==> src/rtl/uart_pkg.sv <==
// Shared UART definitions: byte type, FIFO defaults and receiver state encoding.
package uart_pkg;

  localparam int unsigned BYTE_W          = 8;
  localparam int unsigned UART_FIFO_DEPTH = 16;
  localparam int unsigned UART_AF_LEVEL   = 12;

  typedef logic [BYTE_W-1:0] byte_t;

  // Receiver framing states, shared so both UART stages use one definition.
  typedef enum logic [1:0] {
    RX_IDLE,
    RX_START,
    RX_DATA,
    RX_STOP
  } state_t;

endpackage

==> src/rtl/uart_fifo_ram.sv <==
// Simple dual-port byte storage with synchronous read.
// Ports: clk; write port we/waddr/wdata; read port re/raddr -> rdata (next edge).
// A read and write to the same address in one cycle returns the old contents.
module uart_fifo_ram
  import uart_pkg::*;
#(
  parameter int unsigned DEPTH  = UART_FIFO_DEPTH,
  parameter int unsigned DATA_W = BYTE_W
) (
  input  logic                      clk,
  input  logic                      we,
  input  logic [$clog2(DEPTH)-1:0]  waddr,
  input  logic [DATA_W-1:0]         wdata,
  input  logic                      re,
  input  logic [$clog2(DEPTH)-1:0]  raddr,
  output logic [DATA_W-1:0]         rdata
);

  logic [DATA_W-1:0] mem [DEPTH];

  // Array intentionally has no reset.
  always_ff @(posedge clk) begin
    if (we) mem[waddr] <= wdata;
    if (re) rdata <= mem[raddr];
  end

endmodule

==> src/rtl/uart_rx_fifo.sv <==
// Receive-side byte FIFO placed downstream of the UART receiver.
// Ports: clk, reset (async, active high); rx_valid/rx_data byte strobe in;
// rd_en host pop -> rd_data/rd_valid one cycle later; status empty, full,
// almost_full, count; sticky overflow cleared by clr_overflow.
module uart_rx_fifo
  import uart_pkg::*;
#(
  parameter int unsigned DEPTH    = UART_FIFO_DEPTH,
  parameter int unsigned DATA_W   = BYTE_W,
  parameter int unsigned AF_LEVEL = UART_AF_LEVEL
) (
  input  logic                      clk,
  input  logic                      reset,
  input  logic                      rx_valid,
  input  logic [DATA_W-1:0]         rx_data,
  input  logic                      rd_en,
  output logic [DATA_W-1:0]         rd_data,
  output logic                      rd_valid,
  output logic                      empty,
  output logic                      full,
  output logic                      almost_full,
  output logic [$clog2(DEPTH):0]    count,
  output logic                      overflow,
  input  logic                      clr_overflow
);

  localparam int unsigned AW = $clog2(DEPTH);
  localparam int unsigned CW = AW + 1;

  logic [AW-1:0]     wptr_q, wptr_d, rptr_q, rptr_d;
  logic [CW-1:0]     count_q, count_d;
  logic              ovf_q, ovf_d;
  logic              rdv_q, rdv_d;
  logic              rd_seen_q, rd_seen_d;
  logic              wr_acc, rd_acc, drop;
  logic [DATA_W-1:0] ram_rdata;

  // Flags are decoded from the registered count only.
  assign empty       = (count_q == '0);
  assign full        = (count_q == CW'(DEPTH));
  assign almost_full = (count_q >= CW'(AF_LEVEL));
  assign count       = count_q;
  assign overflow    = ovf_q;
  assign rd_valid    = rdv_q;
  // The RAM output register has no reset, so present 0 until the first pop.
  assign rd_data     = rd_seen_q ? ram_rdata : '0;

  // Accept/drop decisions and next-state for pointers, count and flags.
  always_comb begin
    wptr_d    = wptr_q;
    rptr_d    = rptr_q;
    count_d   = count_q;
    ovf_d     = ovf_q;
    rdv_d     = 1'b0;
    rd_seen_d = rd_seen_q;

    rd_acc = rd_en && !empty;
    // A same-cycle pop frees the slot, so a write at full is still accepted.
    wr_acc = rx_valid && (!full || rd_acc);
    drop   = rx_valid && !wr_acc;

    if (wr_acc) wptr_d = wptr_q + AW'(1);
    if (rd_acc) begin
      rptr_d    = rptr_q + AW'(1);
      rdv_d     = 1'b1;
      rd_seen_d = 1'b1;
    end

    if (wr_acc && !rd_acc)      count_d = count_q + CW'(1);
    else if (rd_acc && !wr_acc) count_d = count_q - CW'(1);

    // Set has priority over clear.
    if (drop)              ovf_d = 1'b1;
    else if (clr_overflow) ovf_d = 1'b0;
  end

  // Control state registers.
  always_ff @(posedge clk or posedge reset) begin
    if (reset) begin
      wptr_q    <= '0;
      rptr_q    <= '0;
      count_q   <= '0;
      ovf_q     <= 1'b0;
      rdv_q     <= 1'b0;
      rd_seen_q <= 1'b0;
    end else begin
      wptr_q    <= wptr_d;
      rptr_q    <= rptr_d;
      count_q   <= count_d;
      ovf_q     <= ovf_d;
      rdv_q     <= rdv_d;
      rd_seen_q <= rd_seen_d;
    end
  end

  uart_fifo_ram #(
    .DEPTH  (DEPTH),
    .DATA_W (DATA_W)
  ) u_ram (
    .clk   (clk),
    .we    (wr_acc),
    .waddr (wptr_q),
    .wdata (rx_data),
    .re    (rd_acc),
    .raddr (rptr_q),
    .rdata (ram_rdata)
  );

endmodule
==> config.mk <==
export PLATFORM = sky130hd
export DESIGN_NAME = uart_rx_fifo
export DESIGN_NICKNAME = d
export VERILOG_FILES = /design/src/rtl/uart_pkg.sv /design/src/rtl/uart_fifo_ram.sv /design/src/rtl/uart_rx_fifo.sv
export SDC_FILE = /design/constraint.sdc
export NUM_CORES = 1
export LEC_CHECK = 0
export BUFFER_PORTS_ARGS = -buffer_cell sky130_fd_sc_hd__buf_2
export CORE_ASPECT_RATIO = 0.8
export CORE_UTILIZATION = 55
export DETAILED_ROUTE_END_ITERATION = 8
export GPL_TIMING_DRIVEN = 0
export PLACE_DENSITY = 0.74
export REMOVE_ABC_BUFFERS = 1
export SLEW_MARGIN = 20
export SYNTH_ARGS = -nofsm -noshare
export SYNTH_HDL_FRONTEND = slang
export SYNTH_SLANG_ARGS = --single-unit
==> constraint.sdc <==
create_clock -name clk -period 3.25 [get_ports clk]
set_clock_uncertainty 0.2 [all_clocks]
set_input_delay 0.325 -clock clk [delete_from_list [all_inputs] [get_ports clk]]
set_output_delay 0.325 -clock clk [all_outputs]
set_load 0.03 [all_outputs]
==> results of run 1 <==
[placed cells by master (no fill, tap or decap), drive strengths merged, types with 2 or more instances in the layout]
| master | instances |
|---|---|
| edfxtp | 136 |
| mux4 | 32 |
| buf | 32 |
| nand2 | 19 |
| clkbuf | 17 |
| a22oi | 16 |
| and3 | 16 |
| dfrtp | 16 |
| inv | 13 |
| and2 | 12 |
| ha | 10 |
| xnor2 | 8 |
| clkinv | 6 |
| nor2 | 5 |
| nor2b | 4 |
| dlygate4sd3 | 4 |
| o21ai | 4 |
| bufinv | 3 |
| nand3 | 2 |
| mux2i | 2 |
| nor3 | 2 |
| clkinvlp | 2 |
| nand4 | 2 |
[layer usage]
metal  vias to the layer above  global-route usage (%)  wire (um)
met5                         -                       0          0
met4                         0                    9.58         63
met3                         4                    6.46        837
met2                        98                    33.8       5470
met1                      1522                    30.5       4940
li1                       1368                       -          -
[kinds of logic (layout without fill, tap and decap cells)]
logic type,Yosys count,count (layout),share of synthesized area (%)
simple gates,67,67,6.09
compound gates,25,25,3.13
buf+inv,22,77,1.65
xor+xnor,9,9,1.29
flops,152,152,73.2
mux,35,35,12.3
fa+ha+maj,11,11,2.37
[critical path: stages (launching register included)]
cell and delay (ps):
sky130_fd_sc_hd__dfrtp_1 460, sky130_fd_sc_hd__or4_4 610, sky130_fd_sc_hd__o21ai_4 170, sky130_fd_sc_hd__ha_2 230
sky130_fd_sc_hd__inv_1 120, sky130_fd_sc_hd__ha_1 320, sky130_fd_sc_hd__nor2b_1 140, sky130_fd_sc_hd__o21a_1 200
sky130_fd_sc_hd__o211a_1 220, sky130_fd_sc_hd__a311o_1 310
[final timing paths]
kind	slack, ps	from	to
hold / removal	90	rx_data[0]	u_ram.mem[6][0]$_DFFE_PP_
setup reg to reg	150	count[0]$_DFFE_PP0P_	count[4]$_DFFE_PP0P_
hold reg to reg	290	wptr_q[3]$_DFFE_PP0P_	wptr_q[3]$_DFFE_PP0P_
max in group asynchronous	2040	reset	rptr_q[0]$_DFFE_PP0P_
min in group asynchronous	330	reset	wptr_q[1]$_DFFE_PP0P_
setup / recovery	150	count[0]$_DFFE_PP0P_	count[4]$_DFFE_PP0P_
[sequential cells by signal (all words and copies together) (netlist names)]
register and cells:
rd_seen_q 1, u_ram.mem 128, rd_valid 1, wptr_q 4, count 5, u_ram.rdata 8
overflow 1, rptr_q 4
[through the flow]
stage	instances	TNS [ps]
3_3_place_gp	482	-1090
6_report	520	0
4_1_cts	519	0
2_1_floorplan	308	0
5_1_grt	520	0
3_5_place_dp	483	0
[repair_timing]
action                                  CTS  global route
endpoints found under the setup margin    0             1
setup buffers                             0             1
hold buffers                              4             0
resized for setup                         0             2
hold endpoints to repair                 18             0
[power groups by stage]
stage | logic (mW) | registers [mW] | clock network (mW)
floorplan | 1.20 | 2.84 | 0
global placement | 1.65 | 2.87 | 0
detailed placement | 1.74 | 2.85 | 0
CTS | 1.75 | 2.82 | 2.01
global route | 1.90 | 2.87 | 2.09
finish | 1.74 | 2.81 | 1.98
[layout make-up]
class,count,area share [%]
Inverter,9,0.477
Clock inverter,15,2.46
Sequential cell,152,63.4
Multi-Input combinational cell,147,21.9
Timing Repair Buffer,36,3.18
Clock buffer,17,6.01
Tap cell,144,2.55
==> load_flow_metrics.sql, run 1 <==
INSERT INTO impl_metrics (metric_group, metric, value, unit) VALUES
('timing', 'timing_hold_violations_final', '0', ''),
('die', 'floorplan.initialDensity', '56.5', '%'),
('placement', 'detailedPlacementHpwl', '7.15', 'mm'),
('timing', 'grt_setup_unrepaired', 'false', ''),
('logic_synthesis', 'ys_ff_latch', '152', ''),
('global_route', 'maximum_number_of_pins_on_one_net_before_global_route_repair', '36', ''),
('route', 'route.detailed.wl_per_inst', '21.7', 'um'),
('timing', 'max-slew-margin-rel', '49.4', '%'),
('die', 'die_h', '96.4', 'um'),
('logic_synthesis', 'synthesis.instances', '321', ''),
('final_layout', 'area.growth.synth_to_final', '15.5', '%'),
('logic_synthesis', 'post_synth_main_area_contributors', 'sky130_fd_sc_hd__edfxtp_1 67%, sky130_fd_sc_hd__mux4_2 12%, sky130_fd_sc_hd__dfrtp_1 6.5%', ''),
('route', 'vias_per_cell', '5.75', ''),
('hold_path', 'hold_path_class', 'primary input to register', ''),
('power', 'power_frac_comb', '26.6', '%'),
('power', 'static-leakage-power', '2.51', 'nW'),
('clock_tree', 'cts-root-buf', 'sky130_fd_sc_hd__clkbuf_16', ''),
('setup_path', 'critical_path.max_fanout', '6', ''),
('logic_synthesis', 'synth.yosys.seq_area_share', '73.2', '%'),
('die', 'floorplan.die.width', '120', 'um'),
('clock_tree', 'clk_pin_slew', '70', 'ps'),
('power', 'vdd_ir_drop_max', '436', 'uV'),
('clock_tree', 'numCtsBuffers', '17', ''),
('clock_tree', 'worst_skew_pair.late_latency', '410', 'ps'),
('placement', 'place_congestion', '0.748', ''),
('logic_synthesis', 'summed_instance_area_of_the_synthesized_netlist', '6130', 'um^2'),
('logic_synthesis', 'synth_top_area_share', '66.7', '%'),
('global_route', 'antenna_found_initial', '0', ''),
('logic_synthesis', 'synth_top_area_cell', 'sky130_fd_sc_hd__edfxtp_1', ''),
('run', 'max_cap_violations', '0', ''),
('logic_synthesis', 'synthesis.yosys.warnings', '0', ''),
('final_layout', 'nNetsFinal', '387', ''),
('route', 'dr_total_vias', '2992', ''),
('final_layout', 'n_antenna_cell', '0', ''),
('timing', 'timing.hold.ws', '93.7', 'ps'),
('final_layout', 'total_area_of_sequential_cells', '4490', 'um^2'),
('global_route', 'grtUsageTotal', '22.2', '%'),
('setup_path', 'required', '3340', 'ps'),
('status', 'status', 'finished, final reports clean', ''),
('route', 'drt_iter0_markers', '290', ''),
('die', 'floorplan.io_pins', '31', ''),
('logic_synthesis', 'fraction_of_registers_with_async_set_or_reset_after_synthesis', '10.5', '%'),
('timing', 'final_period_minus_worst_setup_slack', '3100', 'ps'),
('timing', 'worst_slack', '151', 'ps'),
('global_route', 'grt_first_pass_wirelength', '17.6', 'mm'),
('setup_path', 'worst-endpoint-arrival', '3190', 'ps'),
('setup_path', 'worst_r2r_path_depth', '9', ''),
('logic_synthesis', 'synth-edff-count', '136', ''),
('final_layout', 'drive_above_1_share', '27.4', '%'),
('timing', 'finalMaxSlewViolations', '0', ''),
('placement', 'placement_cell_area', '6420', 'um^2'),
('logic_synthesis', 'dominantRegCellSynth', 'sky130_fd_sc_hd__edfxtp_1', ''),
('setup_path', 'timing_worst_setup_path_type', 'register to register', ''),
('route', 'drt_pre_antenna_iters', '5', ''),
('logic_synthesis', 'yosys-top-cells-count', '136 x sky130_fd_sc_hd__edfxtp_1, 32 x sky130_fd_sc_hd__mux4_2, 19 x sky130_fd_sc_hd__nand2_1', ''),
('setup_path', 'cp-end-kind', 'register', ''),
('power', 'fin_total_pwr', '6.53', 'mW'),
('die', 'std_cell_rows', '34', ''),
('logic_synthesis', 'synth.most_common_cell', 'sky130_fd_sc_hd__edfxtp_1', ''),
('die', 'dieArea', '11600', 'um^2'),
('power', 'share_seq_of_total_power', '43.0', '%'),
('timing', 'setup_viol_count_final', '0', ''),
('placement', 'post-place-ws', '82.6', 'ps'),
('final_layout', 'multiInputGateArea', '1550', 'um^2'),
('timing', 'maxClockFrequency', '0.323', 'GHz'),
('route', 'drt_wl_total', '11.3', 'mm'),
('clock_tree', 'cts-root-to-sink-buffers', '2', ''),
('logic_synthesis', 'synth_cell_type_count', '39', ''),
('die', 'core_region_area', '10800', 'um^2'),
('power', 'net-switching-power', '2.03', 'mW'),
('clock_tree', 'clock_tree_from_tritoncts', 'yes', '');
Note: power is estimated with default switching activity, not from simulation.
==> run 2: changes to the inputs <==
==> constraint.sdc (replaced) <==
create_clock -name clk -period 2.9 [get_ports clk]
set_clock_uncertainty 0.2 [all_clocks]
set_input_delay 0.29 -clock clk [delete_from_list [all_inputs] [get_ports clk]]
set_output_delay 0.29 -clock clk [all_outputs]
set_load 0.03 [all_outputs]
==> run 2 against run 1 <==
Cell count is 1.5% higher; clock power rose by 13%; critical endpoint unchanged; sequential share of layout area down 0.92 points; sequential power rose by 12%; first-iteration DRC count is 13% higher.
==> load_flow_metrics.sql, run 2 (synthesis results as in run 1) <==
INSERT INTO impl_metrics (metric_group, metric, value, unit) VALUES
('setup_path', 'startpoint_type', 'register', ''),
('placement', 'port-buffer-count', '30', ''),
('route', 'wl_met2', '5.59', 'mm'),
('status', 'status', 'finished, final reports clean', ''),
('route', 'dr_total_vias', '3102', ''),
('global_route', 'grt_first_pass_wirelength', '17.9', 'mm'),
('die', 'floorplan.io_pins', '31', ''),
('setup_path', 'timing_worst_setup_path_type', 'register to register', ''),
('timing', 'setup_viol_count_final', '0', ''),
('clock_tree', 'clock_sinks', '152', ''),
('setup_path', 'critical_path.reg2reg.startpoint', 'count[2]$_DFFE_PP0P_', ''),
('timing', 'fin_setup_tns', '0', 'ps'),
('setup_path', 'worst_r2r_path_depth', '9', ''),
('power', 'fin_total_pwr', '7.46', 'mW'),
('route', 'drt_iter0_markers', '328', ''),
('timing', 'finalMaxSlewViolations', '0', ''),
('route', 'met3_length', '577', 'um'),
('placement', 'detailedPlacementHpwl', '7.15', 'mm'),
('final_layout', 'n_antenna_cell', '0', ''),
('die', 'std_cell_rows', '34', ''),
('timing', 'tightest_slew', '765', 'ps'),
('global_route', 'maximum_number_of_pins_on_one_net_before_global_route_repair', '36', ''),
('route', 'drt_pre_antenna_iters', '5', ''),
('clock_tree', 'clock_tree_from_tritoncts', 'yes', ''),
('clock_tree', 'cts-root-buf', 'sky130_fd_sc_hd__clkbuf_16', ''),
('timing', 'maxClockFrequency', '0.351', 'GHz'),
('die', 'die_h', '96.4', 'um'),
('timing', 'layout_worst_path_cycle_share', '98.1', '%'),
('final_layout', 'nNetsFinal', '395', ''),
('final_layout', 'layout_commonest_cell', 'sky130_fd_sc_hd__edfxtp_1', ''),
('route', 'wl_met1', '5.22', 'mm'),
('final_layout', 'final_util', '66.3', '%'),
('hold_path', 'hold_path_class', 'primary input to register', ''),
('global_route', 'antenna_found_initial', '0', ''),
('run', 'max_cap_violations', '0', ''),
('die', 'floorplan.die.width', '120', 'um'),
('setup_path', 'cp-end-kind', 'register', ''),
('final_layout', 'largest_register', 'u_ram.mem', ''),
('die', 'floorplan.initialDensity', '56.5', '%'),
('clock_tree', 'numCtsBuffers', '17', ''),
('power', 'p_per_area', '1040', 'nW/um^2'),
('route', 'vias_per_cell', '5.88', ''),
('setup_path', 'required', '3010', 'ps'),
('setup_path', 'beginning_of_the_critical_path', 'count[2]$_DFFE_PP0P_', ''),
('timing', 'max-slew-margin-rel', '48.9', '%'),
('power', 'vdd_ir_drop_max', '428', 'uV'),
('route', 'detail_route.drc_violations', '0', ''),
('route', 'drt_wl_total', '11.6', 'mm'),
('placement', 'place_congestion', '0.748', ''),
('clock_tree', 'htree_levels', '4', ''),
('final_layout', 'drive_above_1_share', '30.5', '%'),
('final_layout', 'area.growth.synth_to_final', '17.3', '%'),
('global_route', 'first_global_vias', '3122', ''),
('die', 'core_region_area', '10800', 'um^2'),
('clock_tree', 'worst_skew_pair.late_latency', '420', 'ps'),
('global_route', 'grtUsageTotal', '22.5', '%'),
('clock_tree', 'cts-root-to-sink-buffers', '2', ''),
('global_route', 'overflow', '0', ''),
('setup_path', 'critical_path.max_fanout', '6', ''),
('setup_path', 'reg2reg_to', 'count[4]$_DFFE_PP0P_', ''),
('final_layout', 'layout.cells.most_common_list', '136 x sky130_fd_sc_hd__edfxtp_1, 32 x sky130_fd_sc_hd__mux4_2, 30 x sky130_fd_sc_hd__buf_2, 18 x sky130_fd_sc_hd__nand2_1, 17 x sky130_fd_sc_hd__clkbuf_16', ''),
('timing', 'timing_hold_violations_final', '0', ''),
('die', 'dieArea', '11600', 'um^2'),
('route', 'highest_layer', 'met4', ''),
('clock_tree', 'clk_pin_slew', '60', 'ps'),
('timing', 'final_period_minus_worst_setup_slack', '2850', 'ps'),
('route', 'route.detailed.wl_per_inst', '21.9', 'um'),
('setup_path', 'ff2ff_setup_slack', '50', 'ps'),
('setup_path', 'critical_path_endpoint', 'count[4]$_DFFE_PP0P_', ''),
('final_layout', 'largest_reg_flops', '128', ''),
('setup_path', 'worst-endpoint-arrival', '2950', 'ps'),
('route', 'drtAntennaViolNets', '0', ''),
('power', 'static-leakage-power', '2.55', 'nW');
==> run 2: cell types whose count changed in the layout (fill, tap and decap cells not counted), moves of 2 or more <==
| cell | before | now |
|---|---|---|
| sky130_fd_sc_hd__dfrtp_1 | 14 | 11 |
| sky130_fd_sc_hd__ha_4 | 0 | 2 |
| sky130_fd_sc_hd__buf_4 | 1 | 8 |
| sky130_fd_sc_hd__dfrtp_2 | 1 | 4 |
==> run 2: through the flow <==
step / hold WS (ps) / cell area, um^2 / worst slack (ps) / cells
after floorplan: 3.74 / 6060 / -196 / 308
final: 49.7 / 7190 / 54.8 / 528
after detailed placement: 219 / 6420 / -267 / 483
after global routing: 46.5 / 7190 / -17.7 / 528
after CTS: 28.1 / 7130 / 13.4 / 524
after global placement: 209 / 6390 / -528 / 482
==> run 2: report_power, final <==
part | internal (mW) | switching (mW)
Combinational | 0.990 | 1.09
Sequential | 2.78 | 0.374
Clock | 1.35 | 0.873
Total | 5.12 | 2.34
==> run 2: area by class of cell <==
class	instances	area [um^2]
sequential	152	4490
fill	706	3660
multi-input combinational	147	1580
clock buffer	17	425
timing repair buffer	44	298
tap	144	180
clock inverter	15	174
inverter	9	33.8
==> run 2: critical path, cell delays in order (launching register included) <==
cell and delay [ps]:
sky130_fd_sc_hd__dfrtp_2 450, sky130_fd_sc_hd__or4_4 570, sky130_fd_sc_hd__o21ai_4 190, sky130_fd_sc_hd__ha_4 190, sky130_fd_sc_hd__inv_2 80, sky130_fd_sc_hd__ha_4 220, sky130_fd_sc_hd__nor2b_1 120, sky130_fd_sc_hd__o21a_1 200
sky130_fd_sc_hd__o211a_1 220, sky130_fd_sc_hd__a311o_1 310
==> run 2: worst min path at each step <==
stage | cells after the start | slack, ps | from | end
2_1_floorplan | 1 | 4 | reset | count[0]$_DFFE_PP0P_
3_3_place_gp | 2 | 210 | reset | rptr_q[2]$_DFFE_PP0P_
3_5_place_dp | 2 | 220 | reset | rd_valid$_DFF_PP0_
4_1_cts | 1 | 30 | rx_data[6] | u_ram.mem[0][6]$_DFFE_PP_
5_1_grt | 1 | 50 | rx_data[6] | u_ram.mem[0][6]$_DFFE_PP_
6_report | 1 | 50 | rx_data[4] | u_ram.mem[14][4]$_DFFE_PP_
==> run 2: layer usage <==
layer / GRT usage [%] / vias to the layer above
li1: - / 1383
met1: 30.7 / 1619
met2: 34.3 / 84
met3: 6.46 / 16
met4: 9.58 / 0
met5: 0 / -
==> run 2: timing repair <==
action,in CTS,in global routing
gates resized for setup,8,2
endpoints found under the setup margin,1,1
endpoints found under the hold margin,19,0
hold buffers,4,0
pin swaps,4,6
buffers inserted,5,4
